File: src/rtl/pong_game_ctrl.sv
`default_nettype none
// ============================================================================
// Module   : pong_game_ctrl
// Purpose  : Pong match sequencer: frame tick, match FSM, strobes and scores.
// Revision : 1.0
// ============================================================================

module pong_game_ctrl #(
  parameter int ACTIVE_COLS  = 640,
  parameter int ACTIVE_ROWS  = 480,
  parameter int BALL_FRAMES  = 2,
  parameter int SERVE_FRAMES = 60,
  parameter int WIN_SCORE    = 9
) (
  input  logic       i_Clk,
  input  logic       i_Rst_L,
  input  logic [9:0] i_Col_Count,
  input  logic [9:0] i_Row_Count,
  input  logic       i_Start,
  input  logic       i_Miss_P1,
  input  logic       i_Miss_P2,
  output logic       o_Ball_En,
  output logic       o_Paddle_En,
  output logic       o_Ball_Reset,
  output logic [3:0] o_Score_P1,
  output logic [3:0] o_Score_P2,
  output logic [2:0] o_State,
  output logic [1:0] o_Winner
);

  localparam logic [2:0] c_IDLE  = 3'd0;
  localparam logic [2:0] c_SERVE = 3'd1;
  localparam logic [2:0] c_PLAY  = 3'd2;
  localparam logic [2:0] c_POINT = 3'd3;
  localparam logic [2:0] c_OVER  = 3'd4;

  localparam int c_CNT_MAX = (SERVE_FRAMES > BALL_FRAMES) ? SERVE_FRAMES : BALL_FRAMES;
  localparam int c_CNT_W   = (c_CNT_MAX > 1) ? $clog2(c_CNT_MAX) : 1;

  localparam logic [c_CNT_W-1:0] c_SERVE_LAST = c_CNT_W'(SERVE_FRAMES - 1);
  localparam logic [c_CNT_W-1:0] c_BALL_LAST  = c_CNT_W'(BALL_FRAMES - 1);
  localparam logic [3:0]         c_WIN        = 4'(WIN_SCORE);
  localparam logic [9:0]         c_TICK_ROW   = 10'(ACTIVE_ROWS);

  logic [2:0]         r_State;
  logic [c_CNT_W-1:0] r_Frame_Cnt;
  logic               r_Start_d;
  logic               r_Start_Armed;
  logic               r_Ball_En;
  logic               r_Paddle_En;
  logic               r_Ball_Reset;
  logic [3:0]         r_Score_P1;
  logic [3:0]         r_Score_P2;
  logic [1:0]         r_Winner;

  logic               w_Frame_Tick;
  logic               w_Start_Edge;
  logic               w_Miss_Any;
  logic [2:0]         w_State_Nxt;
  logic [c_CNT_W-1:0] w_Cnt_Nxt;
  logic [3:0]         w_P1_Nxt;
  logic [3:0]         w_P2_Nxt;
  logic [1:0]         w_Winner_Nxt;
  logic               w_Ball_En_Nxt;

  // First blanking line, column 0: exactly one cycle per frame.
  assign w_Frame_Tick = (ACTIVE_COLS > 0) && (i_Row_Count == c_TICK_ROW) && (i_Col_Count == 10'd0);
  // Armed only after i_Start is seen low, so a switch held through reset cannot start a match.
  assign w_Start_Edge = i_Start & ~r_Start_d & r_Start_Armed;
  assign w_Miss_Any   = i_Miss_P1 | i_Miss_P2;

  always_comb begin
    w_State_Nxt   = r_State;
    w_Cnt_Nxt     = r_Frame_Cnt;
    w_P1_Nxt      = r_Score_P1;
    w_P2_Nxt      = r_Score_P2;
    w_Winner_Nxt  = r_Winner;
    w_Ball_En_Nxt = 1'b0;
    case (r_State)
      c_IDLE: begin
        if (w_Start_Edge) begin
          w_State_Nxt = c_SERVE;
          w_Cnt_Nxt   = '0;
        end
      end
      c_SERVE: begin
        if (w_Frame_Tick) begin
          if (r_Frame_Cnt == c_SERVE_LAST) begin
            w_Cnt_Nxt   = '0;
            w_State_Nxt = c_PLAY;
          end else begin
            w_Cnt_Nxt = r_Frame_Cnt + 1'b1;
          end
        end
      end
      c_PLAY: begin
        // A miss pre-empts any ball step due on the same cycle.
        if (w_Miss_Any) begin
          w_State_Nxt = c_POINT;
          if (i_Miss_P1 && !i_Miss_P2 && (r_Score_P2 != 4'hF))
            w_P2_Nxt = r_Score_P2 + 4'd1;
          if (i_Miss_P2 && !i_Miss_P1 && (r_Score_P1 != 4'hF))
            w_P1_Nxt = r_Score_P1 + 4'd1;
        end else if (w_Frame_Tick) begin
          if (r_Frame_Cnt == c_BALL_LAST) begin
            w_Cnt_Nxt     = '0;
            w_Ball_En_Nxt = 1'b1;
          end else begin
            w_Cnt_Nxt = r_Frame_Cnt + 1'b1;
          end
        end
      end
      c_POINT: begin
        if (r_Score_P1 == c_WIN) begin
          w_Winner_Nxt = 2'b01;
          w_State_Nxt  = c_OVER;
        end else if (r_Score_P2 == c_WIN) begin
          w_Winner_Nxt = 2'b10;
          w_State_Nxt  = c_OVER;
        end else begin
          w_State_Nxt = c_SERVE;
          w_Cnt_Nxt   = '0;
        end
      end
      c_OVER: begin
        if (w_Start_Edge) begin
          w_P1_Nxt     = 4'd0;
          w_P2_Nxt     = 4'd0;
          w_Winner_Nxt = 2'b00;
          w_State_Nxt  = c_SERVE;
          w_Cnt_Nxt    = '0;
        end
      end
      default: begin
        w_State_Nxt = c_IDLE;
        w_Cnt_Nxt   = '0;
      end
    endcase
  end

  always_ff @(posedge i_Clk or negedge i_Rst_L) begin
    if (!i_Rst_L) begin
      r_State       <= c_IDLE;
      r_Frame_Cnt   <= '0;
      r_Start_d     <= 1'b0;
      r_Start_Armed <= 1'b0;
      r_Ball_En     <= 1'b0;
      r_Paddle_En   <= 1'b0;
      r_Ball_Reset  <= 1'b1;
      r_Score_P1    <= 4'd0;
      r_Score_P2    <= 4'd0;
      r_Winner      <= 2'b00;
    end else begin
      r_State       <= w_State_Nxt;
      r_Frame_Cnt   <= w_Cnt_Nxt;
      r_Start_d     <= i_Start;
      r_Start_Armed <= r_Start_Armed | ~i_Start;
      r_Ball_En     <= w_Ball_En_Nxt;
      r_Paddle_En   <= w_Frame_Tick && ((r_State == c_SERVE) || (r_State == c_PLAY));
      r_Ball_Reset  <= (w_State_Nxt != c_PLAY);
      r_Score_P1    <= w_P1_Nxt;
      r_Score_P2    <= w_P2_Nxt;
      r_Winner      <= w_Winner_Nxt;
    end
  end

  assign o_Ball_En    = r_Ball_En;
  assign o_Paddle_En  = r_Paddle_En;
  assign o_Ball_Reset = r_Ball_Reset;
  assign o_Score_P1   = r_Score_P1;
  assign o_Score_P2   = r_Score_P2;
  assign o_State      = r_State;
  assign o_Winner     = r_Winner;

endmodule

`default_nettype wire

File: config.mk
export PLATFORM = sky130hd
export DESIGN_NAME = pong_game_ctrl
export DESIGN_NICKNAME = d
export VERILOG_FILES = /design/src/rtl/pong_game_ctrl.sv
export SDC_FILE = /design/constraint.sdc
export NUM_CORES = 1
export LEC_CHECK = 0
export BUFFER_PORTS_ARGS = -buffer_cell sky130_fd_sc_hd__buf_2
export CAP_MARGIN = 10
export CORE_MARGIN = 1.5
export CORE_UTILIZATION = 50
export CTS_CLUSTER_SIZE = 16
export DETAILED_ROUTE_END_ITERATION = 16
export HOLD_SLACK_MARGIN = 0.03
export PLACE_DENSITY = 0.83
export SKIP_CTS_REPAIR_TIMING = 1
export SYNTH_ARGS = -nofsm -noshare
export SYNTH_HDL_FRONTEND = slang
export SYNTH_SLANG_ARGS = --single-unit
File: constraint.sdc
create_clock -name i_Clk -period 2 [get_ports i_Clk]
set_input_delay 0.4 -clock i_Clk [delete_from_list [all_inputs] [get_ports i_Clk]]
set_output_delay 0.4 -clock i_Clk [all_outputs]
set_load 0.02 [all_outputs]
=== Word-level counts from Yosys, hierarchy flattened ===
Index checks and enable logic that the tools add are counted.

* Flip-flop bits (word level): 24
* Output and inout bits: 16
* Logic and storage cells: 91

* Add/sub/neg operators: 3
* Equality and inequality tests: 23
* Multiplexer cells: 31
* Bitwise gates (word level): 6
* Reductions and logical operators: 18

{| class="wikitable"
|+ Operator list
! cell !! count
|-
| $mux W6 || 8
|-
| $pmux W6 S4 || 1
|-
| $mux W4 || 5
|-
| $mux W3 || 6
|-
| $ne A2 B2 Y1 const B || 9
|-
| $pmux W4 S2 || 2
|-
| $pmux W3 S4 || 1
|-
| $eq A10 B9 Y1 const B || 1
|-
| $logic_not A10 Y1 || 1
|-
| $add A4 B1 Y4 const B || 2
|-
| $eq A4 B4 Y1 const B || 2
|-
| $ne A4 B4 Y1 const B || 2
|-
| $reduce_and A4 Y1 || 2
|-
| $add A6 B1 Y6 const B || 1
|-
| $eq A3 B2 Y1 const B || 2
|-
| $eq A6 B1 Y1 const B || 1
|-
| $eq A6 B6 Y1 const B || 1
|-
| $logic_and A1 B1 Y1 || 6
|-
| $mux W2 || 3
|-
| $reduce_and A6 Y1 || 1
|-
| $mux W1 || 4
|-
| $pmux W2 S2 || 1
|-
| $reduce_bool A2 Y1 || 2
|-
| $eq A3 B1 Y1 const B || 1
|-
| other kinds (12) || 16
|}

=== Depth between registers and ports, before layout ===
Gate-level depths: netlist of run 1.

* Word-level depth: 6
* Gate-level depth with buffers: 7

=== Worst setup path after synthesis of run 1 ===
No wires, ideal clock.

* Kind: reg-to-reg
* From: reg r_Score_P1[1], in the netlist o_Score_P1[1]
* To: reg r_Frame_Cnt[4]
* Library setup time: 0.082 ns
* Arrival time: 1.821 ns
* Data required time: 1.918 ns
* Slack: 0.097 ns
* Cell stages (with the launch flop): 8
* Buffers on the path: 0
* Period minus slack after synthesis: 1.903 ns
* Cells stage by stage: dfrtp_1 > inv_1 > ha_1 > and3b_4 > o21ai_4 > o211ai_2 > or3b_1 > o22ai_1

* Longest elaborated chain between the ends: 3

{| class="wikitable"
|+ Ends and longest elaborated chain
! item !! RTL line !! source
|-
| from (decl) || 52 || <nowiki>logic [3:0] r_Score_P1;</nowiki>
|-
| from (signal assigned) || 161 || <nowiki>r_Score_P1 <= w_P1_Nxt;</nowiki>
|-
| $eq A4 B4 Y1 || 114 || <nowiki>if (r_Score_P1 == c_WIN) begin</nowiki>
|-
| $ne A2 B2 Y1 (no line) || n/a ||
|-
| $reduce_and A6 Y1 (no line) || n/a ||
|-
| to (signal assigned) || 155 || <nowiki>r_Frame_Cnt <= w_Cnt_Nxt;</nowiki>
|-
| to (decl) || 46 || <nowiki>logic [c_CNT_W-1:0] r_Frame_Cnt;</nowiki>
|}

No other way between the ends.
A chain may end at the register's enable or synchronous reset.

=== Worst setup path after layout of run 1 ===
* From: reg r_Frame_Cnt[0]
* To: reg r_Ball_Reset, in the netlist o_Ball_Reset

* Longest elaborated chain between the ends: 5

{| class="wikitable"
|+ Ends and longest elaborated chain
! item !! RTL line !! source
|-
| $eq A6 B6 Y1 || 88 || <nowiki>if (r_Frame_Cnt == c_SERVE_LAST) begin</nowiki>
|-
| $mux W3 || 88 ||
|-
| $mux W3 || 87 || <nowiki>if (w_Frame_Tick) begin</nowiki>
|-
| $pmux W3 S4 || 79 || <nowiki>case (r_State)</nowiki>
|-
| net w_State_Nxt[1] || 59 || <nowiki>logic [2:0] w_State_Nxt;</nowiki>
|-
| $ne A3 B2 Y1 || 160 || <nowiki>r_Ball_Reset <= (w_State_Nxt != c_PLAY);</nowiki>
|-
| to (signal assigned) || 160 ||
|-
| to (decl) || 51 || <nowiki>logic r_Ball_Reset;</nowiki>
|}

The timed path passes the listed nets, and every way through them passes these cells.

==> results of run 1 <==
## final cells by class
class | instances | area [um2]
clock buffers | 4 | 36.3
well taps | 30 | 37.5
repair buffers | 46 | 245
fillers | 215 | 838
flip-flops and latches | 24 | 602
multi-input cells | 109 | 756
inverters | 8 | 30.0
## layer usage
metal	routed length, um	GRT usage, %
met1	1340	29.8
met2	1690	36.2
met3	185	3.26
met4	85	11.5
met5	0	0
## cell families (layout without fill, tap and decap cells)
| kind of cell | Yosys count | after routing | synth area share (%) |
|---|---|---|---|
| simple gates | 64 | 64 | 29.3 |
| fa+ha+maj | 6 | 6 | 5.40 |
| compound gates | 36 | 36 | 17.3 |
| flops | 24 | 24 | 43.3 |
| buf+inv | 10 | 58 | 2.88 |
| xor+xnor | 3 | 3 | 1.89 |
## power breakdown
group          total [uW]  switching, uW  internal [uW]
clock                 263            152            111
sequential            577           51.5            525
combinational         242            129            113
## per-stage QoR
| stage | instance area, um2 | setup TNS, ps | util (%) | cells |
|---|---|---|---|---|
| 6_report | 1710 | 0 | 67.1 | 221 |
| 5_1_grt | 1710 | 0 | 67.1 | 221 |
| 4_1_cts | 1690 | 0 | 66.5 | 220 |
| 3_5_place_dp | 1660 | -0.199 | 65.0 | 216 |
| 3_3_place_gp | 1660 | 0 | 65.0 | 216 |
| 2_1_floorplan | 1390 | 0 | - | 143 |
## flip-flops by register name, summed over array words and instances (netlist names)
signal	count
r_Frame_Cnt	6
o_Score_P1	4
o_Score_P2	4
o_State	3
o_Winner	2
o_Ball_En	1
o_Ball_Reset	1
o_Paddle_En	1
r_Start_Armed	1
r_Start_d	1
## cells in the final DEF, fill, tap and decap left out, drive strengths merged
cell type and instances:
o2bb2ai 1, a32oi 1, and3 2, and4 1
o22ai 3, o21ai 14, xnor2 3, o31ai 2
a21oi 6, clkbuf 4, or3b 1, nand2 9
nor4 2, a211oi 2, or4b 1, nor4b 3
nor3 3, nand3 13, dfrtp 23, ha 6
and3b 4, nand2b 7, nand4b 2, inv 8
nor3b 3, and2 1, a32o 1, nor2 7
dfstp 1, o211ai 2, nand3b 1, a21boi 1
a21o 2, or3 2, nand4 1, or4 1
buf 46, a31oi 1
## worst max path at each step
stage	cells after the start	slack, ps	from	end
final	6	80	r_Frame_Cnt[0]$_DFFE_PN0P_	o_Ball_Reset$_DFF_PN1_
after global routing	6	4	r_Frame_Cnt[0]$_DFFE_PN0P_	o_Ball_Reset$_DFF_PN1_
after CTS	7	60	o_Score_P1[1]$_DFFE_PN0P_	r_Frame_Cnt[0]$_DFFE_PN0P_
after detailed placement	6	-0.2	i_Row_Count[1]	r_Frame_Cnt[0]$_DFFE_PN0P_
after global placement	6	100	i_Row_Count[9]	r_Frame_Cnt[4]$_DFFE_PN0P_
after floorplan	7	100	o_Score_P1[1]$_DFFE_PN0P_	r_Frame_Cnt[4]$_DFFE_PN0P_
==> metrics.cfg, run 1 <==
[global_route]
grt_use_total_pct=22.7
grt_max_degree=25
grt_pass1_wl_um=5650
globalRouteOverflowTotal=0
initial_antenna_violation_count=0
grt_pass1_vias=1230

[logic_synthesis]
synth_most_common_cell=dfrtp_1
number_of_flip_flops_and_latches_in_the_synthesized_netlist=24
synth_ff_type=dfrtp_1
yosys_top_cell_by_area=dfrtp_1
asr_flop_ratio_synth_pct=100
syn-instance-count=143
post_synth_design_cell_area_um2=1390
yosys_top_cell_area_share_pct=41.4
synth_area_per_cell_um2=9.72
yosysSeqAreaShare_pct=43.3
ys_top_cells_by_count=dfrtp_1 (23), nand3_1 (13), o21ai_0 (11), nand2_1 (8)
synth-edff-count=0
mappedNetlistNets=174
yosys_warnings=0
yosys-top-cells-area=dfrtp_1 (41%), ha_1 (5.4%), nand3_1 (4.7%), o21ai_0 (4.0%), nand2b_1 (2.7%)
yosys.cell_types.count=48

[routing]
routedWlPerCell_um=14.9
antenna_violating_nets_post_route=0
totalWireLength_um=3290
detail_route.drc_violations=0
route.detailed.vias_per_inst=5.90
drtPass1Iterations=4
vias=1303
drtIter0Drc=58

[floorplanning]
fp.dieArea_um2=3110
die_w_um=55.7
initial_util_pct=54.6
die_span_y_um=55.7
fp.coreArea_um2=2540
num_io_pins=41
placementRows=18

[placement]
detailedPlacementHpwl_um=2520
pre_cts_ws_ps=-0.199
gp_congestion=0.893
port-buffer-count=40

[flow_run]
cap_violations=0

[worst_setup_path]
cp_data_required_time_ps=2270
max_stage_delay_ps=540
rrSetupSlack_ps=80
cp.buffers_inverters=0
timing.critical_path.from_type=flip-flop
critical_path.reg2reg.startpoint=r_Frame_Cnt[0]$_DFFE_PN0P_
timing_worst_setup_path_type=reg2reg
arrival_ps=2190
cp_slowest_cell=or4_4
r2r_cells=6
reg2reg_to=o_Ball_Reset$_DFF_PN1_
endpoint_kind=flip-flop
critical_path.top_delay_family=simple AND/OR/NAND/NOR gates
critical_path.cell_chain=ha_1 -> nand2b_4 -> or3_4 -> or4_4 -> a21oi_2 -> nand2_1
max_fo_critical_path=5

[timing]
fin_crit_ps=1920
timing.max_slew.rel_slack_pct=62.8
hold_viol_final=0
clock_skew_ps=11.0
final-max-slew-violation-count=0
finalSetupViolCount=0
rsz0062_at_grt=false
maximum_frequency_from_static_timing_analysis_mhz=520
fin_ws_ps=77.6
period_share_pct=96.1
max_slew.worst_pin.slew_ps=559
finalHoldWorstSlack_ps=37.8

[clock_network]
cts-root-to-sink-buffers=2
clock_sinks=24
cts_max_level=1
path_clk_slew_ps=140
tritoncts=yes
cts_root_buf=clkbuf_4
worst_skew_pair_latency_ps=330
number_of_buffers_inserted_during_clock_tree_synthesis=3

[power_and_ir_drop]
pwr_density_cell_nw_per_um2=634
vdd.ir_drop.worst_v=0.000554
post-layout-total-power_uw=1080
leakagePower_uw=0.000798

[cells_and_area]
drive_above_1_share_pct=33.0
design.final.nets=223
areaGrowthSynthToFinish_pct=22.8
antenna-diode-count=0

[hold_path]
holdCritPathClass=in2async

[run_status]
result_of_the_run=complete, no violations

Power figures use the tool's default switching activity.
==> run 2: changes to the inputs <==
Settings changed: MAX_ROUTING_LAYER from default to met4, SETUP_SLACK_MARGIN from default to 0.15.
==> metrics.cfg, run 2 (same netlist as run 1, synthesis figures left out) <==
[routing]
drtPass1Iterations=4
antenna_violating_nets_post_route=0
drtIter0Drc=48
vias=1388
detail_route.drc_violations=0
route.detailed.vias_per_inst=6.09
routedWlPerCell_um=15.1
totalWireLength_um=3450

[floorplanning]
num_io_pins=41
die_w_um=55.7
placementRows=18
fp.coreArea_um2=2540
fp.dieArea_um2=3110
die_span_y_um=55.7
initial_util_pct=54.6

[hold_path]
holdCritPathClass=in2async

[cells_and_area]
largest_register_ffs=6
top_register=r_Frame_Cnt
areaGrowthSynthToFinish_pct=32.0
fillers=206
layoutNonFillerInstCount=228
drive_above_1_share_pct=42.4
design.final.nets=230
antenna-diode-count=0
layout_commonest_cell=buf_2
final_cell_mix=buf_2 (40), dfrtp_1 (17), nand3_1 (13), buf_4 (13), o21ai_0 (10)

[timing]
period_share_pct=95.1
maximum_frequency_from_static_timing_analysis_mhz=526
rsz0062_at_grt=true
fin_ws_ps=98.3
clock_skew_ps=10.8
max_slew.worst_pin.slew_ps=537
timing.max_slew.rel_slack_pct=64.2
hold_viol_final=0
final-max-slew-violation-count=0
finalHoldWorstSlack_ps=32.3
finalSetupViolCount=0
fin_crit_ps=1900
fin_setup_tns_ps=0

[worst_setup_path]
timing.critical_path.from_type=flip-flop
endpoint_kind=flip-flop
max_fo_critical_path=6
rrSetupSlack_ps=100
timing_worst_setup_path_type=reg2reg
cp_data_required_time_ps=2260
arrival_ps=2160

[clock_network]
clock_sinks=24
worst_skew_pair_latency_ps=320
cts_max_level=1
cts-root-to-sink-buffers=2
number_of_buffers_inserted_during_clock_tree_synthesis=3
cts_root_buf=clkbuf_4
tritoncts=yes
path_clk_slew_ps=140

[placement]
port-buffer-count=40
detailedPlacementHpwl_um=2490
placed_cells_incl_taps=214
gp_congestion=0.971
pre_cts_ws_ps=48.7

[global_route]
initial_antenna_violation_count=0
grt_pass1_vias=1252
grt_pass1_wl_um=5310
grt_max_degree=25
grt_use_total_pct=21.6
globalRouteOverflowTotal=0

[power_and_ir_drop]
post-layout-total-power_uw=1220
pwr_density_cell_nw_per_um2=663
leakagePower_uw=0.000827
vdd.ir_drop.worst_v=0.000554

[flow_run]
cap_violations=0

[run_status]
result_of_the_run=complete, no violations

## run 2: cell count changes in the layout (fill, tap and decap cells not counted), sizes merged
cell    delta
buf        +7
bufinv     +1
clkbuf     -1
## run 2: where the power goes
part | leakage [uW] | switching [uW] | total [uW] | internal [uW]
logic | 0.000501 | 141 | 275 | 134
registers | 0.000298 | 64.5 | 592 | 527
clock network | 0.0000279 | 148 | 351 | 203
## run 2: path summary, 6_finish.rpt
path,start,endpoint,depth (start not counted)
hold reg to reg,r_Start_Armed$_DFF_PN0_,r_Start_Armed$_DFF_PN0_,1
min in group i_Clk,i_Start,r_Start_d$_DFF_PN0_,1
setup reg to reg,o_Score_P2[0]$_DFFE_PN0P_,r_Frame_Cnt[1]$_DFFE_PN0P_,6
setup / recovery,o_Score_P2[0]$_DFFE_PN0P_,r_Frame_Cnt[1]$_DFFE_PN0P_,6
max in group asynchronous,i_Rst_L,r_Frame_Cnt[0]$_DFFE_PN0P_,1
hold / removal,i_Rst_L,o_Score_P1[3]$_DFFE_PN0P_,1
## run 2: routing by layer
| metal | share of wire, % | track usage, % | vias up | wire length, um |
|---|---|---|---|---|
| met5 | 0 | - | - | 0 |
| met4 | 1.5 | 7.32 | 0 | 53 |
| met3 | 6.5 | 2.79 | 9 | 225 |
| met2 | 51 | 37.2 | 76 | 1770 |
| met1 | 40 | 25.9 | 662 | 1400 |
| li1 | - | - | 641 | - |
## run 2: layout make-up
type	instances	area [um2]	area share (%)
Sequential cell	24	609	33.2
Tap cell	30	37.5	2.04
Clock inverter	1	30.0	1.64
Clock buffer	3	22.5	1.23
Multi-Input combinational cell	109	808	44.0
Inverter	8	30.0	1.64
Timing Repair Buffer	53	298	16.2
## run 2: metrics by stage
stage | cell area, um2 | utilization (%)
floorplan | 1400 | -
global placement | 1650 | 64.7
detailed placement | 1650 | 64.7
CTS | 1700 | 66.8
global route | 1840 | 72.1
finish | 1840 | 72.1
## run 2: critical path, stage by stage (launching register included)
cell	delay [ps]
dfrtp_2	470
ha_4	160
and3b_2	240
o21ai_4	220
o211ai_4	150
or4b_1	540
nand2_1	80
==> run 3: changes to the inputs <==
Settings changed: CORE_UTILIZATION 50 to 35, PLACE_DENSITY 0.83 to 0.63.
==> metrics.cfg, run 3 (same netlist as run 1, synthesis figures left out) <==
[routing]
detail_route.drc_violations=0
drtIter0Drc=63
antenna_violating_nets_post_route=0
drtPass1Iterations=4
route.detailed.vias_per_inst=5.18
routedWlPerCell_um=13.8
vias=1243
totalWireLength_um=3310

[worst_setup_path]
crit_start=r_Frame_Cnt[0]$_DFFE_PN0P_
critical_path.reg2reg.startpoint=r_Frame_Cnt[0]$_DFFE_PN0P_
cp_data_required_time_ps=2190
max_fo_critical_path=4
rrSetupSlack_ps=130
timing_worst_setup_path_type=reg2reg
arrival_ps=2050
endpoint_kind=flip-flop
timing.critical_path.from_type=flip-flop

[clock_network]
worst_skew_pair_latency_ps=270
number_of_buffers_inserted_during_clock_tree_synthesis=3
cts_root_buf=clkbuf_8
tritoncts=yes
cts-root-to-sink-buffers=2
cts_max_level=1
clock_sinks=24
path_clk_slew_ps=90

[cells_and_area]
area_of_the_multi_input_gates_um2=815
finish.instance_area_um2=1840
areaGrowthSynthToFinish_pct=32.1
final-seq-area_um2=608
largest_register_ffs=6
top_register=r_Frame_Cnt
design.final.nets=224
fillers=369
final_cell_mix=buf_2 (40), dfrtp_1 (18), nand3_1 (13), o21ai_0 (10), nand2_1 (8)
layout_commonest_cell=buf_2
post-route-util_pct=49.1
drive_above_1_share_pct=40.1
antenna-diode-count=0

[global_route]
grt.met2_usage_pct=26.4
groute.layer.met1.usage_pct=21.5
grt_pass1_vias=1181
initial_antenna_violation_count=0
grt.busiest_layer=met2
globalRouteOverflowTotal=0
grt_pass1_wl_um=5420
grt_max_degree=25
global_route.usage.met3_pct=3.58
grt_use_total_pct=16.4

[placement]
placement.cell_area_um2=1670
port-buffer-count=40
detailedPlacementHpwl_um=2500
gp_congestion=0.802

[floorplanning]
initial_util_pct=37.1
placementRows=22
fp.dieArea_um2=4360
die_span_y_um=66.0
num_io_pins=41
die_w_um=66.0
fp.coreArea_um2=3740

[timing]
rsz0062_at_grt=true
fin_crit_ps=1870
period_share_pct=93.3
timing.max_slew.rel_slack_pct=64.5
finalSetupViolCount=0
hold_viol_final=0
clock_skew_ps=9.96
final-max-slew-violation-count=0
maximum_frequency_from_static_timing_analysis_mhz=536
fin_setup_tns_ps=0
max_slew.worst_pin.slew_ps=533

[power_and_ir_drop]
clock_power_share_pct=32.3
swShare_pct=28.4
pwr_density_cell_nw_per_um2=714
leakagePower_uw=0.000815
vdd.ir_drop.worst_v=0.000510
pwr-share-comb_pct=23.3
internal_power_uw=939
p_sw_uw=372
seqPwrFrac_pct=44.4

[hold_path]
holdCritPathClass=in2async

[flow_run]
cap_violations=0

[run_status]
result_of_the_run=complete, no violations

[run 3: per-layer routing]
metal,up-vias,part of all wire (%)
met5,-,0
li1,631,-
met3,2,2.6
met4,0,0.54
met1,595,47
met2,15,50
[run 3: final timing paths]
check,endpoint,depth (start not counted)
hold / removal,o_Score_P1[3]$_DFFE_PN0P_,1
max in group asynchronous,o_Score_P1[0]$_DFFE_PN0P_,1
setup / recovery,r_Frame_Cnt[0]$_DFFE_PN0P_,6
setup reg to reg,r_Frame_Cnt[0]$_DFFE_PN0P_,6
hold reg to reg,r_Start_Armed$_DFF_PN0_,1
min in group i_Clk,r_Start_d$_DFF_PN0_,1
[run 3: power groups by stage]
| stage | Sequential (uW) | Combinational (uW) | Clock, uW |
|---|---|---|---|
| 2_1_floorplan | 577 | 159 | 0 |
| 3_3_place_gp | 576 | 257 | 0 |
| 3_5_place_dp | 577 | 268 | 0 |
| 4_1_cts | 569 | 269 | 440 |
| 5_1_grt | 590 | 343 | 457 |
| 6_report | 583 | 306 | 423 |
[run 3: final cells by class]
class                      count  share of cell area, %
clock buffer                   3                   2.25
clock inverter                 1                   1.63
inverter                       8                   1.63
multi-input combinational    109                   44.3
sequential                    24                   33.1
tap                           48                   3.27
timing repair buffer          47                   13.8
[run 3: worst max-delay path, stage by stage, from the launching register on]
cell	delay, ps
dfrtp_1	420
buf_4	160
ha_1	180
and3_1	170
o2bb2ai_2	280
or3b_4	450
o21ai_1	140
[run 3: per-stage QoR]
step | cells | setup WS, ps | power [uW] | hold slack (ps)
after detailed placement | 232 | 69.1 | 845 | 424
after global placement | 232 | 106 | 833 | 410
final | 240 | 135 | 1310 | 95.3
after global routing | 240 | 53.2 | 1390 | 137
after CTS | 236 | 89.2 | 1280 | 120
after floorplan | 143 | 152 | 736 | 104
